## src/rtl/gpio_filt_irq_if.sv

```systemverilog
// Register-access channel of gpio_filt_irq: one-cycle request, response one cycle later.
interface gpio_filt_irq_if;
  logic        req_i;
  logic        we_i;
  logic [5:0]  addr_i;
  logic [31:0] wdata_i;
  logic        rvalid_o;
  logic [31:0] rdata_o;
  logic        err_o;

  modport slave  (input  req_i, we_i, addr_i, wdata_i, output rvalid_o, rdata_o, err_o);
  modport master (output req_i, we_i, addr_i, wdata_i, input  rvalid_o, rdata_o, err_o);
endinterface

```

## src/rtl/gpio_filt_irq.sv

```systemverilog
// GPIO block: per-pin synchroniser + glitch filter, edge/level interrupts,
// output/enable registers behind a small word-addressed register map.
module gpio_filt_irq_pin #(
  parameter int FilterCycles = 16
) (
  input  logic clk_i,
  input  logic rst_i,
  input  logic i_pin,
  input  logic i_fen,
  output logic o_filt
);
  localparam logic [15:0] CntMax = 16'(FilterCycles - 1);

  logic        r_s1, r_s2, r_s3, r_fen_d, r_filt;
  logic [15:0] r_cnt;
  logic        w_stable;

  // r_cnt counts earlier cycles r_s2 has held; the current cycle makes FilterCycles
  assign w_stable = (r_s2 == r_s3) && (r_cnt >= CntMax);

  always_ff @(posedge clk_i or posedge rst_i) begin
    if (rst_i) begin
      r_s1    <= 1'b0;
      r_s2    <= 1'b0;
      r_s3    <= 1'b0;
      r_fen_d <= 1'b0;
      r_filt  <= 1'b0;
      r_cnt   <= '0;
    end else begin
      r_s1    <= i_pin;
      r_s2    <= r_s1;
      r_s3    <= r_s2;
      r_fen_d <= i_fen;
      if (i_fen != r_fen_d)   r_cnt <= '0;
      else if (r_s2 != r_s3)  r_cnt <= 16'd1;
      else if (r_cnt < CntMax) r_cnt <= r_cnt + 16'd1;
      if (!i_fen || w_stable) r_filt <= r_s2;
    end
  end

  assign o_filt = r_filt;
endmodule

module gpio_filt_irq #(
  parameter int Width        = 32,
  parameter int FilterCycles = 16
) (
  input  logic             clk_i,
  input  logic             rst_i,
  gpio_filt_irq_if.slave   bus,
  input  logic [Width-1:0] gpio_i,
  output logic [Width-1:0] gpio_o,
  output logic [Width-1:0] gpio_oe_o,
  output logic [Width-1:0] irq_o
);
  localparam logic [3:0] AIntrState = 4'h0, AIntrEn  = 4'h1, AIntrTest = 4'h2,
                         ADataIn    = 4'h3, ADataOut = 4'h4, AOutSet   = 4'h5,
                         AOutClr    = 4'h6, AOutTgl  = 4'h7, AOe       = 4'h8,
                         AEnRise    = 4'h9, AEnFall  = 4'hA, AEnHigh   = 4'hB,
                         AEnLow     = 4'hC, AFiltEn  = 4'hD;

  logic [Width-1:0] r_state, r_en, r_dout, r_oe, r_rise, r_fall, r_high, r_low, r_fen, r_prev;
  logic             r_rvalid, r_err;
  logic [31:0]      r_rdata;

  logic [Width-1:0] w_filt, w_evt, w_w1c, w_test, w_wd, w_rval;
  logic [3:0]       w_idx;
  logic             w_wr, w_map;
  logic             w_unused;

  assign w_idx    = bus.addr_i[5:2];
  assign w_wr     = bus.req_i & bus.we_i;
  assign w_wd     = bus.wdata_i[Width-1:0];
  assign w_unused = ^{bus.addr_i[1:0], bus.wdata_i};

  for (genvar g = 0; g < Width; g++) begin : g_pin
    gpio_filt_irq_pin #(.FilterCycles(FilterCycles)) u_pin (
      .clk_i  (clk_i),
      .rst_i  (rst_i),
      .i_pin  (gpio_i[g]),
      .i_fen  (r_fen[g]),
      .o_filt (w_filt[g])
    );
  end

  assign w_evt  = (~r_prev & w_filt & r_rise) | (r_prev & ~w_filt & r_fall)
                | (w_filt & r_high) | (~w_filt & r_low);
  assign w_w1c  = (w_wr && w_idx == AIntrState) ? w_wd : '0;
  assign w_test = (w_wr && w_idx == AIntrTest)  ? w_wd : '0;

  always_comb begin
    w_rval = '0;
    w_map  = 1'b1;
    case (w_idx)
      AIntrState: w_rval = r_state;
      AIntrEn:    w_rval = r_en;
      ADataIn:    w_rval = w_filt;
      ADataOut:   w_rval = r_dout;
      AOe:        w_rval = r_oe;
      AEnRise:    w_rval = r_rise;
      AEnFall:    w_rval = r_fall;
      AEnHigh:    w_rval = r_high;
      AEnLow:     w_rval = r_low;
      AFiltEn:    w_rval = r_fen;
      AIntrTest, AOutSet, AOutClr, AOutTgl: w_rval = '0;
      default:    w_map  = 1'b0;
    endcase
  end

  always_ff @(posedge clk_i or posedge rst_i) begin
    if (rst_i) begin
      r_state  <= '0;
      r_en     <= '0;
      r_dout   <= '0;
      r_oe     <= '0;
      r_rise   <= '0;
      r_fall   <= '0;
      r_high   <= '0;
      r_low    <= '0;
      r_fen    <= '0;
      r_prev   <= '0;
      r_rvalid <= 1'b0;
      r_err    <= 1'b0;
      r_rdata  <= '0;
    end else begin
      r_prev   <= w_filt;
      // set terms are OR'd after the clear so an event wins over a same-cycle W1C
      r_state  <= (r_state & ~w_w1c) | w_evt | w_test;
      r_rvalid <= bus.req_i;
      r_err    <= bus.req_i & ~w_map;
      r_rdata  <= (bus.req_i && !bus.we_i && w_map) ? 32'(w_rval) : '0;
      if (w_wr) begin
        case (w_idx)
          AIntrEn:  r_en   <= w_wd;
          ADataOut: r_dout <= w_wd;
          AOutSet:  r_dout <= r_dout | w_wd;
          AOutClr:  r_dout <= r_dout & ~w_wd;
          AOutTgl:  r_dout <= r_dout ^ w_wd;
          AOe:      r_oe   <= w_wd;
          AEnRise:  r_rise <= w_wd;
          AEnFall:  r_fall <= w_wd;
          AEnHigh:  r_high <= w_wd;
          AEnLow:   r_low  <= w_wd;
          AFiltEn:  r_fen  <= w_wd;
          default: ;
        endcase
      end
    end
  end

  assign bus.rvalid_o = r_rvalid;
  assign bus.rdata_o  = r_rdata;
  assign bus.err_o    = r_err;
  assign gpio_o       = r_dout;
  assign gpio_oe_o    = r_oe;
  assign irq_o        = r_state & r_en;
endmodule

```

## src/flat_wrapper.sv

```systemverilog
// flat-port wrapper written by rule: the top's interface ports become plain ports
module gpio_filt_irq_flat 
#(
  parameter int Width        = 32,
  parameter int FilterCycles = 16
)
  (clk_i, rst_i, gpio_i, gpio_o, gpio_oe_o, irq_o, bus_req_i, bus_we_i, bus_addr_i, bus_wdata_i, bus_rvalid_o, bus_rdata_o, bus_err_o);
  gpio_filt_irq_if bus_i ();
  input  logic clk_i;
  input  logic rst_i;
  input  logic [Width-1:0] gpio_i;
  output logic [Width-1:0] gpio_o;
  output logic [Width-1:0] gpio_oe_o;
  output logic [Width-1:0] irq_o;
  input wire logic [$bits(bus_i.req_i)-1:0] bus_req_i;
  input wire logic [$bits(bus_i.we_i)-1:0] bus_we_i;
  input wire logic [$bits(bus_i.addr_i)-1:0] bus_addr_i;
  input wire logic [$bits(bus_i.wdata_i)-1:0] bus_wdata_i;
  output wire logic [$bits(bus_i.rvalid_o)-1:0] bus_rvalid_o;
  output wire logic [$bits(bus_i.rdata_o)-1:0] bus_rdata_o;
  output wire logic [$bits(bus_i.err_o)-1:0] bus_err_o;
  assign bus_i.req_i = bus_req_i;
  assign bus_i.we_i = bus_we_i;
  assign bus_i.addr_i = bus_addr_i;
  assign bus_i.wdata_i = bus_wdata_i;
  assign bus_rvalid_o = bus_i.rvalid_o;
  assign bus_rdata_o = bus_i.rdata_o;
  assign bus_err_o = bus_i.err_o;
  gpio_filt_irq #(.Width(Width), .FilterCycles(FilterCycles)) u_core (.clk_i(clk_i), .rst_i(rst_i), .bus(bus_i), .gpio_i(gpio_i), .gpio_o(gpio_o), .gpio_oe_o(gpio_oe_o), .irq_o(irq_o));
endmodule
```

## config.mk

```make
export PLATFORM = sky130hd
export DESIGN_NAME = gpio_filt_irq_flat
export DESIGN_NICKNAME = d
export VERILOG_FILES = /design/src/rtl/gpio_filt_irq_if.sv /design/src/rtl/gpio_filt_irq.sv /design/src/flat_wrapper.sv
export SDC_FILE = /design/constraint.sdc
export NUM_CORES = 2
export LEC_CHECK = 0
export BUFFER_PORTS_ARGS = -buffer_cell sky130_fd_sc_hd__buf_2
export CORE_MARGIN = 2
export CORE_UTILIZATION = 40
export DETAILED_ROUTE_END_ITERATION = 10
export PLACE_DENSITY = 0.62
export RECOVER_POWER = 50
export SLEW_MARGIN = 20
export SYNTH_ARGS = -nofsm -noshare
export SYNTH_HDL_FRONTEND = slang
export SYNTH_SLANG_ARGS = --single-unit
```

## constraint.sdc

```tcl
create_clock -name clk_i -period 55 [get_ports clk_i]
set_input_delay 5.5 -clock clk_i [delete_from_list [all_inputs] [get_ports clk_i]]
set_output_delay 5.5 -clock clk_i [all_outputs]
set_load 0.005 [all_outputs]
```

* Yosys cells after proc, flatten, opt, wreduce, memory -nomap -nowiden *
Cells that the tools add are included.

storage, ports and cells
  RAM bits = 0
  logic and storage cells = 679
  latch bits = 0
  output and inout bits = 130
  ROM bits = 0
  input bits = 74
  flip-flop bits (word level) = 1026
  memories kept = 0

operators by class
  equality and inequality tests = 109
  shift-type cells = 0
  muxes and demuxes = 102
  $add $sub $neg = 32
  bitwise gates (word level) = 23
  reduce and logical (&&, ||, !) cells = 144
  divide/modulo/power cells = 0
  multipliers = 0
  $lt $le $gt $ge = 64

operator list
  kind                     number
  $mux W16                 96
  $add A16 B1 Y16 const B  32
  $ge A16 B4 Y1 const B    32
  $lt A16 B4 Y1 const B    32
  $pmux W32 S10            1
  $and A32 B32 Y32         9
  $or A32 B32 Y32          6
  $not A32 Y32             4
  $pmux W32 S4             1
  $mux W32                 3
  $reduce_bool A3 Y1       32
  $ne A1 B1 Y1             64
  $logic_and A1 B1 Y1      36
  $logic_not A1 Y1         33
  $eq A1 B1 Y1             32
  $logic_or A1 B1 Y1       32
  $xor A32 B32 Y32         1
  $eq A4 B4 Y1 const B     6
  $eq A4 B3 Y1 const B     4
  $reduce_and A2 Y1        8
  $reduce_or A14 Y1        1
  $eq A4 B2 Y1 const B     2
  $eq A4 B1 Y1 const B     1
  $logic_not A4 Y1         1
  other kinds (4)          5

* Depth between registers and ports, before layout *
  depth after elaboration = 8
  gate-level depth with buffers = 8
  mapped depth without buffers = 6

* Cells and area by module *
Synthesis repeated with hierarchy kept, for this count alone.

second synthesis, totals
  cell total of the unflattened synthesis = 3598
  area, all modules = 44751.7 um^2

modules (own cells, without submodules)
  module             cells an instance  times used  area an instance (um^2)
  gpio_filt_irq_pin  64                 32          823.3
  gpio_filt_irq      1550               1           18406.4

* Worst setup path before layout *
OpenSTA, ideal clock, no wires.

  path kind = input-to-reg
  start point = in bus_addr_i[3]
  end point = reg u_core.r_oe[21] (netlist: u_core.gpio_oe_o[21])
  library setup time = 0.125 ns
  cell stages on the path = 6
  arrival time = 6.980 ns
  path slack = 47.895 ns
  cell sequence = buf_2 > nor4b_2 > nor2b_1 > clkbuf_1 > buf_2 > mux2_2

on the way
  cells in the longest elaborated chain, start to end = 2

RTL lines
  what                         line                  source
  start: declaration           flat_wrapper.sv:17    input wire logic [$bits(bus_i.addr_i)-1:0] bus_addr_i;
  $eq A4 B4 Y1                 gpio_filt_irq.sv:133  case (w_idx)
  $reduce_and A2 Y1 (no line)  n/a
  end signal: assignment       gpio_filt_irq.sv:139  AOe: r_oe <= w_wd;
  end: declaration             gpio_filt_irq.sv:62   logic [Width-1:0] r_state, r_en, r_dout, r_oe, r_rise, r_fall, r_high, r_low, r_fen, r_prev;

No other way between the ends.
A chain may end at the register's enable or synchronous reset.

==> impl_metrics.py <==
metrics = {
    "layout": {
        "utilization": 0.463,
        "finalNetCount": 3776,
        "area_growth_pct": 14.6,
        "layout-drive-gt1-share": 0.195,
    },
    "clock_network": {
        "cts_hold_buf": 0,
        "cts.reportedPaths.clkPinSlew_ns": 0.06,
        "cts_resized": 0,
        "cts_root_buf": "clkbuf_16",
        "cts_sinks": 1026,
        "cts_buffers": 109,
        "clockBufferDepth": 3,
        "htree_num_levels": 3,
        "clock_latency_ns": 0.70,
        "cts_tree": "built",
        "post-cts-setup-buffers": 0,
    },
    "sta": {
        "max_freq_ghz": 0.0624,
        "worst_pin_slew_ns": 8.29,
        "tns_ns": 0,
        "period_needed_ns": 16.04,
        "rsz0062_at_grt": "false",
        "finalClockSkew_ns": 0.0335,
        "fin_crit_sh": 0.292,
        "finalSetupViolCount": 0,
        "relSlewSlack": -4.53,
        "finalHoldViolations": 0,
        "maxSlewViolCount": 600,
        "whs_ns": 0.346,
    },
    "critical_path": {
        "crit_required_ns": 53.73,
        "rr_worst_depth": 4,
        "cp_common_cell": "clkbuf_1",
        "path_buf_inv": 3,
        "crit_slowest_cell": "clkbuf_1",
        "cp_cell_sequence": "clkbuf_1 > clkinvlp_2 > clkbuf_1",
        "startpoint_type": "primary input",
        "arrival_ns": 14.77,
        "regToRegSetupSlack_ns": 52.82,
        "r2r-start": "u_core.g_pin[5].u_pin.r_cnt[4]$_DFFE_PP0P_",
        "crit_fanout": 162,
        "critPathKind": "primary input to async pin",
        "rr_endpoint": "u_core.g_pin[5].u_pin.r_cnt[3]$_DFFE_PP0P_",
        "critical_path.max_stage_delay_ns": 5.94,
        "cp_top_family": "buffers and inverters",
        "end_kind": "async pin",
    },
    "die": {
        "core-area_sq_um": 105000,
        "fp.dieArea_sq_um": 109000,
        "start_util": 0.404,
        "die_w_um": 330,
        "die_h_um": 330,
        "ios": 204,
        "num_rows": 119,
    },
    "run": {
        "cap_violations": 6,
    },
    "grt": {
        "gr-usage-all-layers": 0.186,
        "grt_overflow": 0,
        "antenna_found_initial": 16,
        "grt_start_max_net_pins": 163,
        "first_global_vias": 27100,
        "grt_pass1_wl_mm": 158,
    },
    "synthesis": {
        "synth_area_sq_um": 42600,
        "ys_warn_count": 0,
        "synth_commonest_cells": "dfrtp_1 (1,026), and2_1 (385), a21oi_1 (194)",
        "avgSynthCellArea_sq_um": 12.5,
        "yosysTopAreaCellShare": 0.603,
        "synthFlopType": "dfrtp_1",
        "synth-seq-cells": 1026,
        "syn_inst": 3416,
        "synth_edf_count": 0,
        "seq_area_frac_synth": 0.603,
        "syn_nets": 3586,
        "yosys.cell_types.count": 43,
        "post-synth-top-count-cell": "dfrtp_1",
        "ys_async_sr_fraction": 1.00,
        "synth_top_cell_by_area": "dfrtp_1",
        "synth.area.top_cells": "dfrtp_1 (60%), and2_1 (5.7%), mux2_2 (4.9%)",
    },
    "hold_path": {
        "worstHoldEndpoint": "u_core.g_pin[16].u_pin.r_s2$_DFF_PP0_",
        "hp-start": "u_core.g_pin[16].u_pin.r_s1$_DFF_PP0_",
        "min_delay_path_depth": 0,
        "min_path_type": "flop to flop",
    },
    "power_and_ir_drop": {
        "power_density_nw_per_um2": 40.0,
        "p_clk_frac": 0.399,
        "leakagePower_nw": 22.8,
        "p_switching_w": 0.000527,
        "peakVddDrop_mv": 0.0249,
        "swShare": 0.270,
        "power_frac_seq": 0.473,
        "pwr-share-comb": 0.127,
        "intPower_w": 0.00142,
    },
    "drt": {
        "wl_per_cell_um": 19.6,
        "ant_nets": 0,
        "via_per_inst": 5.29,
        "wirelength_mm": 99.7,
        "vias": 27000,
        "drt_iter0_drc": 1976,
        "first_pass_iters": 8,
        "post-route-drc-count": 20,
    },
    "place": {
        "gp_congestion": 0.766,
        "port-buffer-count": 201,
        "hpwl_mm": 61.3,
    },
    "run_status": {
        "failed_checks": "DRC, capacitance limit, slew limit",
        "status": "complete, but fails checks",
    },
}
-- final cells by class --
cell class / instances / area, sq um
Timing Repair Buffer: 236 / 1240
Tap cell: 1391 / 1740
Multi-Input combinational cell: 2040 / 15600
Fill cell: 9441 / 56600
Clock buffer: 151 / 3100
Inverter: 193 / 726
Antenna cell: 5 / 12.5
Clock inverter: 52 / 759
Sequential cell: 1026 / 25700
-- metal layers --
metal	GRT usage	share of wire	vias to the layer above	routed length (um)
met3	0.0440	0.073	203	7300
met1	0.276	0.47	13600	46700
li1	-	-	12500	-
met4	0.0611	0.028	18	2740
met5	0	0.0011	-	110
met2	0.267	0.43	641	42900
-- through the flow --
step	cells	total power (W)	area (sq um)	setup slack [ns]
after global placement	4886	0.00118	45200	46.01
after floorplan	3416	0.00110	42600	20.63
final	5094	0.00195	48800	38.96
after detailed placement	4886	0.00119	45200	46.02
after CTS	5089	0.00198	49000	46.77
after global routing	5092	0.00206	48800	36.52
-- worst max-delay path by stage --
| stage | start | to | slack [ns] | cells past startpoint |
|---|---|---|---|---|
| after floorplan | rst_i | u_core.bus.err_o$_DFF_PP0_ | 20.63 | 1 |
| after global placement | bus_addr_i[3] | u_core.r_rise[22]$_DFFE_PP0P_ | 46.01 | 7 |
| after detailed placement | bus_addr_i[3] | u_core.r_rise[25]$_DFFE_PP0P_ | 46.02 | 7 |
| after CTS | bus_addr_i[3] | u_core.r_rise[22]$_DFFE_PP0P_ | 46.77 | 7 |
| after global routing | rst_i | u_core.g_pin[20].u_pin.r_cnt[1]$_DFFE_PP0P_ | 36.52 | 3 |
| final | rst_i | u_core.gpio_o[27]$_DFFE_PP0P_ | 38.96 | 3 |
-- cells by family (layout without fill, tap and decap cells) --
group	Yosys count	after routing	share of synthesized area
compound gates	609	609	0.0931
xor+xnor	96	96	0.0197
fa+ha+maj	96	96	0.0282
buf+inv	350	632	0.0324
flops	1026	1026	0.603
mux	259	259	0.0759
other cells	0	5	0
simple gates	980	980	0.148
-- power groups by stage --
| stage | clock network [W] | logic [W] | registers [W] |
|---|---|---|---|
| floorplan | 0 | 0.000184 | 0.000914 |
| global placement | 0 | 0.000245 | 0.000932 |
| detailed placement | 0 | 0.000252 | 0.000935 |
| CTS | 0.000801 | 0.000253 | 0.000922 |
| global route | 0.000834 | 0.000287 | 0.000936 |
| finish | 0.000780 | 0.000249 | 0.000924 |
-- registers in the layout, summed over array words and instances, names as in the netlist --
name	count
u_core.g_pin.u_pin.r_cnt	512
u_core.bus.rdata_o	32
u_core.g_pin.u_pin.o_filt	32
u_core.g_pin.u_pin.r_fen_d	32
u_core.g_pin.u_pin.r_s1	32
u_core.g_pin.u_pin.r_s2	32
u_core.g_pin.u_pin.r_s3	32
u_core.gpio_o	32
u_core.gpio_oe_o	32
u_core.r_en	32
u_core.r_fall	32
u_core.r_fen	32
u_core.r_high	32
u_core.r_low	32
u_core.r_prev	32
u_core.r_rise	32
u_core.r_state	32
u_core.bus.err_o	1
u_core.bus.rvalid_o	1
-- placed cells by master (no fill, tap or decap), types with 8 or more instances in the layout --
| cell type | count |
|---|---|
| dfrtp_1 | 1026 |
| and2_0 | 293 |
| a21oi_1 | 194 |
| inv_1 | 192 |
| mux2_2 | 186 |
| buf_2 | 185 |
| o21ai_0 | 126 |
| clkbuf_16 | 111 |
| ha_1 | 96 |
| nand3_1 | 95 |
| and2_1 | 92 |
| or4_1 | 71 |
| nand2_1 | 65 |
| or3_1 | 64 |
| a22o_1 | 64 |
| a221oi_1 | 64 |
| xnor2_1 | 63 |
| nor2_1 | 63 |
| or4_4 | 53 |
| clkbuf_1 | 42 |
| nor4_1 | 34 |
| xor2_1 | 33 |
| nand2b_1 | 33 |
| nor2b_1 | 33 |
| mux2i_1 | 33 |
| a211oi_1 | 33 |
| mux4_2 | 32 |
| a221o_1 | 32 |
| a22oi_1 | 32 |
| a31oi_1 | 32 |
| and3_1 | 31 |
| and2_2 | 31 |
| o211ai_1 | 31 |
| buf_4 | 31 |
| clkinv_2 | 23 |
| clkbuf_8 | 17 |
| bufinv_16 | 16 |
| nor2b_4 | 8 |
| mux2_1 | 8 |
(Power assumes the default switching activity.)
